File: config.mk
export PLATFORM = sky130hd
export DESIGN_NAME = ysyx_23060180_mc_core
export DESIGN_NICKNAME = d
export VERILOG_FILES = /design/src/rtl/ysyx_23060180_core_pkg.sv /design/src/rtl/ysyx_23060180_regfile.sv /design/src/rtl/ysyx_23060180_mc_core.sv
export SDC_FILE = /design/constraint.sdc
export NUM_CORES = 2
export LEC_CHECK = 0
export BUFFER_PORTS_ARGS = -buffer_cell sky130_fd_sc_hd__buf_2
export CAP_MARGIN = 40
export CORE_UTILIZATION = 45
export DETAILED_ROUTE_END_ITERATION = 10
export HOLD_SLACK_MARGIN = 0.03
export PLACE_DENSITY = 0.63
export REMOVE_ABC_BUFFERS = 1
export SYNTH_ARGS = -nofsm -noshare
export SYNTH_HDL_FRONTEND = slang
export SYNTH_SLANG_ARGS = --single-unit
File: constraint.sdc
create_clock -name clk -period 41.3 [get_ports clk]
set_input_delay 4.13 -clock clk [delete_from_list [all_inputs] [get_ports clk]]
set_output_delay 4.13 -clock clk [all_outputs]
set_load 0.03 [all_outputs]
File: src/rtl/ysyx_23060180_core_pkg.sv
// Shared opcodes, FSM encodings, halt codes and ALU ops
// for the ysyx_23060180 multi-cycle core.
package ysyx_23060180_core_pkg;

  localparam logic [6:0] OP_LUI    = 7'b0110111;
  localparam logic [6:0] OP_AUIPC  = 7'b0010111;
  localparam logic [6:0] OP_JAL    = 7'b1101111;
  localparam logic [6:0] OP_JALR   = 7'b1100111;
  localparam logic [6:0] OP_IMM    = 7'b0010011;
  localparam logic [6:0] OP_REG    = 7'b0110011;
  localparam logic [6:0] OP_LOAD   = 7'b0000011;
  localparam logic [6:0] OP_STORE  = 7'b0100011;
  localparam logic [31:0] EBREAK   = 32'h0010_0073;

  typedef logic [2:0] state_e;
  localparam state_e S_FETCH  = 3'd0;
  localparam state_e S_IWAIT  = 3'd1;
  localparam state_e S_DECODE = 3'd2;
  localparam state_e S_EXEC   = 3'd3;
  localparam state_e S_MEM    = 3'd4;
  localparam state_e S_MWAIT  = 3'd5;
  localparam state_e S_WB     = 3'd6;
  localparam state_e S_HALT   = 3'd7;

  localparam logic [1:0] HC_NONE     = 2'd0;
  localparam logic [1:0] HC_EBREAK   = 2'd1;
  localparam logic [1:0] HC_ILLEGAL  = 2'd2;
  localparam logic [1:0] HC_MISALIGN = 2'd3;

  typedef enum logic {ALU_ADD, ALU_SUB} alu_op_e;

  function automatic logic [31:0] sext12(
    input logic [11:0] v
  );
    return {{20{v[11]}}, v};
  endfunction

endpackage

File: src/rtl/ysyx_23060180_regfile.sv
// Architectural register file: 2 async reads, 1 sync write,
// x0 hardwired to zero.
module ysyx_23060180_regfile
  import ysyx_23060180_core_pkg::*;
#(
  parameter int XLEN  = 32,
  parameter int NREGS = 32,
  parameter int AW    = 5
) (
  input  logic            clk,
  input  logic            rst_n,
  input  logic [AW-1:0]   ra1,
  input  logic [AW-1:0]   ra2,
  input  logic            we,
  input  logic [AW-1:0]   wa,
  input  logic [XLEN-1:0] wd,
  output logic [XLEN-1:0] rd1,
  output logic [XLEN-1:0] rd2
);

  logic [XLEN-1:0] regs [NREGS];

  always_ff @(posedge clk or negedge rst_n) begin
    if (!rst_n) begin
      for (int i = 0; i < NREGS; i++)
        regs[i] <= '0;
    end else if (we && wa != '0) begin
      regs[wa] <= wd;
    end
  end

  assign rd1 = (ra1 == '0) ? '0 : regs[ra1];
  assign rd2 = (ra2 == '0) ? '0 : regs[ra2];

  function automatic logic [XLEN-1:0] reg_value(
    input logic [AW-1:0] idx
  );
    return regs[idx];
  endfunction

endmodule

File: src/rtl/ysyx_23060180_mc_core.sv
// Multi-cycle RV32I-subset core with handshaked imem/dmem ports.
// Define YSYX_CORE_PERF_EN to add perf_cycle/perf_instret counters.
module ysyx_23060180_mc_core
  import ysyx_23060180_core_pkg::*;
#(
  parameter int XLEN  = 32,
  parameter int NREGS = 32,
  parameter logic [XLEN-1:0] RESET_PC = 32'h8000_0000
) (
  input  logic            clk,
  input  logic            rstn_in,
  output logic            imem_req,
  output logic [XLEN-1:0] imem_addr,
  input  logic [31:0]     imem_rdata,
  input  logic            imem_rvalid,
  output logic            dmem_req,
  output logic            dmem_we,
  output logic [XLEN-1:0] dmem_addr,
  output logic [XLEN-1:0] dmem_wdata,
  output logic [3:0]      dmem_wmask,
  input  logic [XLEN-1:0] dmem_rdata,
  input  logic            dmem_rvalid,
  output logic            halted,
  output logic [1:0]      halt_code,
  output logic            retire,
  output logic [XLEN-1:0] retire_pc
`ifdef YSYX_CORE_PERF_EN
 ,output logic [63:0]     perf_cycle,
  output logic [63:0]     perf_instret
`endif
);

  localparam int AW = $clog2(NREGS);

  if (XLEN != 32) begin : g_xlen_chk
    $fatal(1, "XLEN must be 32");
  end

  logic [1:0] rsync;
  logic       rst_n;

  always_ff @(posedge clk or negedge rstn_in) begin
    if (!rstn_in) rsync <= 2'b00;
    else          rsync <= {rsync[0], 1'b1};
  end
  assign rst_n = rsync[1];

  state_e          state;
  logic [31:0]     instr;
  logic [XLEN-1:0] pc, rs1v, rs2v, res, tgt;
  logic [XLEN-1:0] rd1, rd2, op1, op2, alu_y;
  logic [6:0]      opc, f7;
  logic [2:0]      f3;
  logic is_lui, is_auipc, is_jal, is_jalr;
  logic is_imm, is_reg, is_ld, is_st, is_ebrk;
  logic use_rs1, use_rs2, use_rd, e_bad, legal;
  logic aligned, mem_act;
  alu_op_e aop;

  always_comb begin
    opc      = instr[6:0];
    f3       = instr[14:12];
    f7       = instr[31:25];
    is_lui   = opc == OP_LUI;
    is_auipc = opc == OP_AUIPC;
    is_jal   = opc == OP_JAL;
    is_jalr  = opc == OP_JALR && f3 == 3'b000;
    is_imm   = opc == OP_IMM && f3 == 3'b000;
    is_reg   = opc == OP_REG && f3 == 3'b000 &&
               (f7 == 7'b0000000 || f7 == 7'b0100000);
    is_ld    = opc == OP_LOAD && f3 == 3'b010;
    is_st    = opc == OP_STORE && f3 == 3'b010;
    is_ebrk  = instr == EBREAK;
    use_rs1  = is_jalr | is_imm | is_reg | is_ld | is_st;
    use_rs2  = is_reg | is_st;
    use_rd   = is_lui | is_auipc | is_jal | is_jalr |
               is_imm | is_reg | is_ld;
    // RV32E: any referenced register above x15 is illegal
    e_bad    = (NREGS == 16) &&
               ((use_rd  && instr[11]) ||
                (use_rs1 && instr[19]) ||
                (use_rs2 && instr[24]));
    legal    = (use_rd | is_st | is_ebrk) && !e_bad;
  end

  always_comb begin
    aop = (is_reg && instr[30]) ? ALU_SUB : ALU_ADD;
    op1 = rs1v;
    op2 = sext12(instr[31:20]);
    unique case (1'b1)
      is_lui: begin
        op1 = '0;
        op2 = {instr[31:12], 12'b0};
      end
      is_auipc: begin
        op1 = pc;
        op2 = {instr[31:12], 12'b0};
      end
      is_reg:  op2 = rs2v;
      is_st:   op2 = sext12({instr[31:25], instr[11:7]});
      default: ;
    endcase
    alu_y = (aop == ALU_SUB) ? op1 - op2 : op1 + op2;
  end

  ysyx_23060180_regfile #(
    .XLEN  (XLEN),
    .NREGS (NREGS),
    .AW    (AW)
  ) u_rf (
    .clk   (clk),
    .rst_n (rst_n),
    .ra1   (instr[15 +: AW]),
    .ra2   (instr[20 +: AW]),
    .we    (state == S_WB && use_rd),
    .wa    (instr[7 +: AW]),
    .wd    (res),
    .rd1   (rd1),
    .rd2   (rd2)
  );

  always_ff @(posedge clk or negedge rst_n) begin
    if (!rst_n) begin
      state     <= S_FETCH;
      pc        <= RESET_PC;
      instr     <= '0;
      rs1v      <= '0;
      rs2v      <= '0;
      res       <= '0;
      tgt       <= '0;
      halted    <= 1'b0;
      halt_code <= HC_NONE;
    end else begin
      unique case (state)
        S_FETCH: state <= S_IWAIT;
        S_IWAIT: if (imem_rvalid) begin
          instr <= imem_rdata;
          state <= S_DECODE;
        end
        S_DECODE: if (legal) begin
          rs1v  <= rd1;
          rs2v  <= rd2;
          state <= S_EXEC;
        end else begin
          state     <= S_HALT;
          halted    <= 1'b1;
          halt_code <= HC_ILLEGAL;
        end
        S_EXEC: begin
          res <= (is_jal | is_jalr) ? pc + XLEN'(4) : alu_y;
          if (is_jal)
            tgt <= pc + {{12{instr[31]}}, instr[19:12],
                         instr[20], instr[30:21], 1'b0};
          else if (is_jalr)
            tgt <= (rs1v + sext12(instr[31:20])) & ~XLEN'(1);
          else
            tgt <= pc + XLEN'(4);
          state <= (is_ld | is_st) ? S_MEM : S_WB;
        end
        S_MEM: if (!aligned) begin
          state     <= S_HALT;
          halted    <= 1'b1;
          halt_code <= HC_MISALIGN;
        end else begin
          state <= S_MWAIT;
        end
        S_MWAIT: if (dmem_rvalid) begin
          if (is_ld) res <= dmem_rdata;
          state <= S_WB;
        end
        S_WB: begin
          pc <= tgt;
          if (is_ebrk) begin
            state     <= S_HALT;
            halted    <= 1'b1;
            halt_code <= HC_EBREAK;
          end else begin
            state <= S_FETCH;
          end
        end
        default: ;
      endcase
    end
  end

  assign aligned    = res[1:0] == 2'b00;
  assign mem_act    = (state == S_MEM && aligned) ||
                      state == S_MWAIT;
  assign imem_req   = rst_n && state == S_FETCH;
  assign imem_addr  = pc;
  assign dmem_req   = state == S_MEM && aligned;
  assign dmem_we    = mem_act && is_st;
  assign dmem_addr  = mem_act ? res : '0;
  assign dmem_wdata = dmem_we ? rs2v : '0;
  assign dmem_wmask = dmem_we ? 4'b1111 : 4'b0000;
  assign retire     = state == S_WB;
  assign retire_pc  = retire ? pc : '0;

`ifdef YSYX_CORE_PERF_EN
  always_ff @(posedge clk or negedge rst_n) begin
    if (!rst_n) begin
      perf_cycle   <= '0;
      perf_instret <= '0;
    end else begin
      if (state != S_HALT) perf_cycle <= perf_cycle + 64'd1;
      if (retire) perf_instret <= perf_instret + 64'd1;
    end
  end
`endif

endmodule

==> results.cfg <==
[place]
dp_hpwl_um = 150000
dp.cells = 7055
routabilityCongestion = 0.969
place_ws_ps = 33830
port_buffers = 206

[sta]
setup_violations = 0
tightest_slew_ps = 1040
rsz0062_at_grt = no
post-route-period-util = 0.201
fin_ws_ps = 33000
slew_headroom = 0.304
holdWs_ps = 311
fin_skew_ps = 26.4
report.final.slew_viol_count = 0
period_needed_ps = 8300
finalHoldViolCount = 0
fmax_ghz = 0.120
setup_tns_ps = 0

[power_and_ir_drop]
seqPwrFrac = 0.335
power.leakage_nw = 35.6
switching_share = 0.387
clockPowerShare = 0.307
powerDensity_mw_per_mm2 = 54.4
p_int_mw = 2.60
comb_power_share = 0.358
switchingPower_mw = 1.64
ir_worst_vdd_v = 0.0000552

[clock_network]
cts.sinks = 1224
cts_hold_buf = 0
cts_tree = built
clk_pin_slew_ps = 60
clockBufferDepth = 3
ctsRootBufferMaster = clkbuf_16
cts_resized = 0
cts_buffers = 136
post_cts_buffers = 0
h-tree-depth = 4
clkLatencyLatePin_ps = 790

[layout]
final_net_count = 5328
area_delta_synth_final_pct = 12.2
drive_gt1_frac = 0.442
instances_no_fill = 7306

[global_routing]
grt_usage = 0.307
grtUsageMet1 = 0.443
use_met2 = 0.457
first_global_vias = 47700
grt_max_degree = 178
grt-busiest-layer = met2
overflow = 0
grt_pass1_wl_um = 347000
met3_usage = 0.0765
antenna_found_initial = 8

[setup_path]
path_class = reg2out
critPathRequiredTime_ps = 37170
crit_top_cell = nor2_4
startpoint_type = register
crit_fanout = 35
crit_buf_inv = 2
max_stage_delay_ps = 850
cp_cell_sequence = nor2b_2 -> nor4b_1 -> nor2_4 -> nor2_4 -> buf_4 -> and2_1 -> buf_2
cpLargestDelayFamily = simple AND/OR/NAND/NOR gates
cp.arrival_ps = 4170
crit_path_end_kind = output pin
crit_slowest_cell = nor2b_2

[routing]
routed-via-count = 47900
first_pass_iters = 6
wirelength_um = 239000
drtIter0Drc = 5576
drc = 0
wl_per_cell_um = 32.7
routed_via_density = 6.55
ant_nets = 0

[die]
pin_count = 207
num_rows = 143
initial_core_util = 0.456
core_mm2 = 0.153
die_x_um = 395
die_area_mm2 = 0.156
chipHeight_um = 395

[logic_synthesis]
synth_most_common_cell = dfrtp_1
synthDistinctLibCells = 80
ys_seq_area_frac = 0.441
netlist_top_cells_count = dfrtp_1 (1,223), mux2_2 (1,023), mux4_2 (640), nand2_1 (374), clkbuf_1 (332)
synth_top_flop_cell = dfrtp_1
synth_seq_cells = 1224
yosys.area.top_type_share = 0.440
yosys.area.top_type = dfrtp_1
async_flop_share = 1.00
synth_area_leaders = dfrtp_1 (44%), mux4_2 (21%), mux2_2 (17%)
postSynthAreaPerCell_um2 = 13.5
postSynthCellCount = 5150
synth_enable_flop_cells = 0
netlist_area_mm2 = 0.0695
ys_warn_count = 0

[worst_hold_path]
min_path_type = reg2async

[flow_run]
max-cap-violations = 0

[status]
outcome = finished clean
-- layout make-up --
cell class              count  area, um^2
diodes                      8        20.0
clock buffers             197        4040
clock inverters            45         719
fillers                 13000       74600
inverters                  32         120
multi-input cells        3400       37100
flip-flops and latches   1224       30700
well taps                2030        2540
repair buffers            370        2860
-- worst register-to-register path, cell delays in order (launching register included) --
cell and delay (ps):
dfrtp_1 980, and4bb_2 360, and4_2 810, nor4b_1 140, a221oi_1 450, ha_1 280
nand2_1 90, nor4_2 580, nand2_1 290, nor2_1 270, nor2_1 90, xor2_1 180
ha_1 380, and3_1 210, and2_1 190, a221oi_1 360, o21ai_0 290, a41o_1 330
a21boi_0 300, o21ai_0 150, xnor2_1 170, o21ai_1 70
-- stage by stage --
| step | power (mW) | area [um^2] | utilization |
|---|---|---|---|
| finish | 4.25 | 78000 | 0.511 |
| global route | 4.41 | 78000 | 0.511 |
| CTS | 4.25 | 78000 | 0.511 |
| detailed placement | 2.94 | 73200 | 0.480 |
| global placement | 2.90 | 72500 | 0.475 |
| floorplan | 2.45 | 67500 | - |
-- worst paths after layout --
| check | from | to | slack [ps] | cells past startpoint |
|---|---|---|---|---|
| setup reg to reg | instr[5] | res[31] | 34190 | 21 |
| hold reg to reg | rsync[1] | u_rf.regs[547] | 310 | 0 |
| min in group clk | rsync[0] | rsync[1] | 350 | 0 |
| hold / removal | rsync[1] | u_rf.regs[547] | 310 | 0 |
| max in group asynchronous | rsync[1] | u_rf.regs[244] | 37740 | 4 |
| setup / recovery | state[2] | dmem_wdata[16] | 33000 | 7 |
-- cells by family after synthesis --
family / share of synthesized area
AND/OR/NAND/NOR: 0.0609
multiplexers: 0.383
adder cells (fa/ha/maj): 0.0176
AO/OA/AOI/OAI: 0.0516
XOR/XNOR: 0.0159
flip-flops: 0.441
buffers and inverters: 0.0306
other: 0.0000539
-- sequential cells by signal, indices dropped and copies added, names as in the netlist --
register   flops
u_rf.regs   1024
imem_addr     32
instr         32
res           32
rs1v          32
rs2v          32
tgt           32
state          3
halt_code      2
rsync          2
halted         1
-- per-layer routing --
layer	wire, um	share of wire	vias up
met5	13	0.000054	-
met4	7770	0.033	2
met3	23000	0.096	354
met2	106000	0.45	2231
met1	102000	0.43	25700
li1	-	-	19600
-- layout by cell type, fill, tap and decap left out, types with 9 or more instances in the layout --
cell type	synthesis	routed
dfrtp_1	1223	1211
mux2_2	1023	1023
mux4_2	640	640
nand2_1	374	370
o21ai_0	215	215
buf_2	100	207
clkbuf_16	0	142
buf_4	7	124
nor2_1	141	113
a21oi_1	112	112
ha_1	93	93
xnor2_1	73	73
mux2i_1	69	69
and3_1	54	53
xor2_1	53	53
nor2b_1	47	46
and2_1	42	42
nand3_1	44	41
nand3b_1	36	36
nor3_1	32	32
inv_1	32	32
a21o_1	32	32
a221oi_1	30	30
o211ai_1	28	28
clkbuf_8	0	28
nor2_4	0	27
clkbuf_1	332	27
a31oi_1	22	22
buf_16	0	22
o21a_1	18	18
nand2b_1	19	18
a211oi_1	17	17
bufinv_16	0	17
nand4_1	16	16
or3_1	16	16
clkinv_2	0	14
dfrtp_4	0	11
buf_12	0	11
nor4b_1	9	9
o31ai_1	9	9
-- power by group through the flow --
stage | logic [mW] | clock network (mW) | registers, mW
finish | 1.52 | 1.30 | 1.42
floorplan | 0.793 | 0 | 1.66
CTS | 1.51 | 1.32 | 1.42
global route | 1.61 | 1.37 | 1.43
detailed placement | 1.51 | 0 | 1.44
global placement | 1.46 | 0 | 1.44
Note: power is estimated with default switching activity, not from simulation.
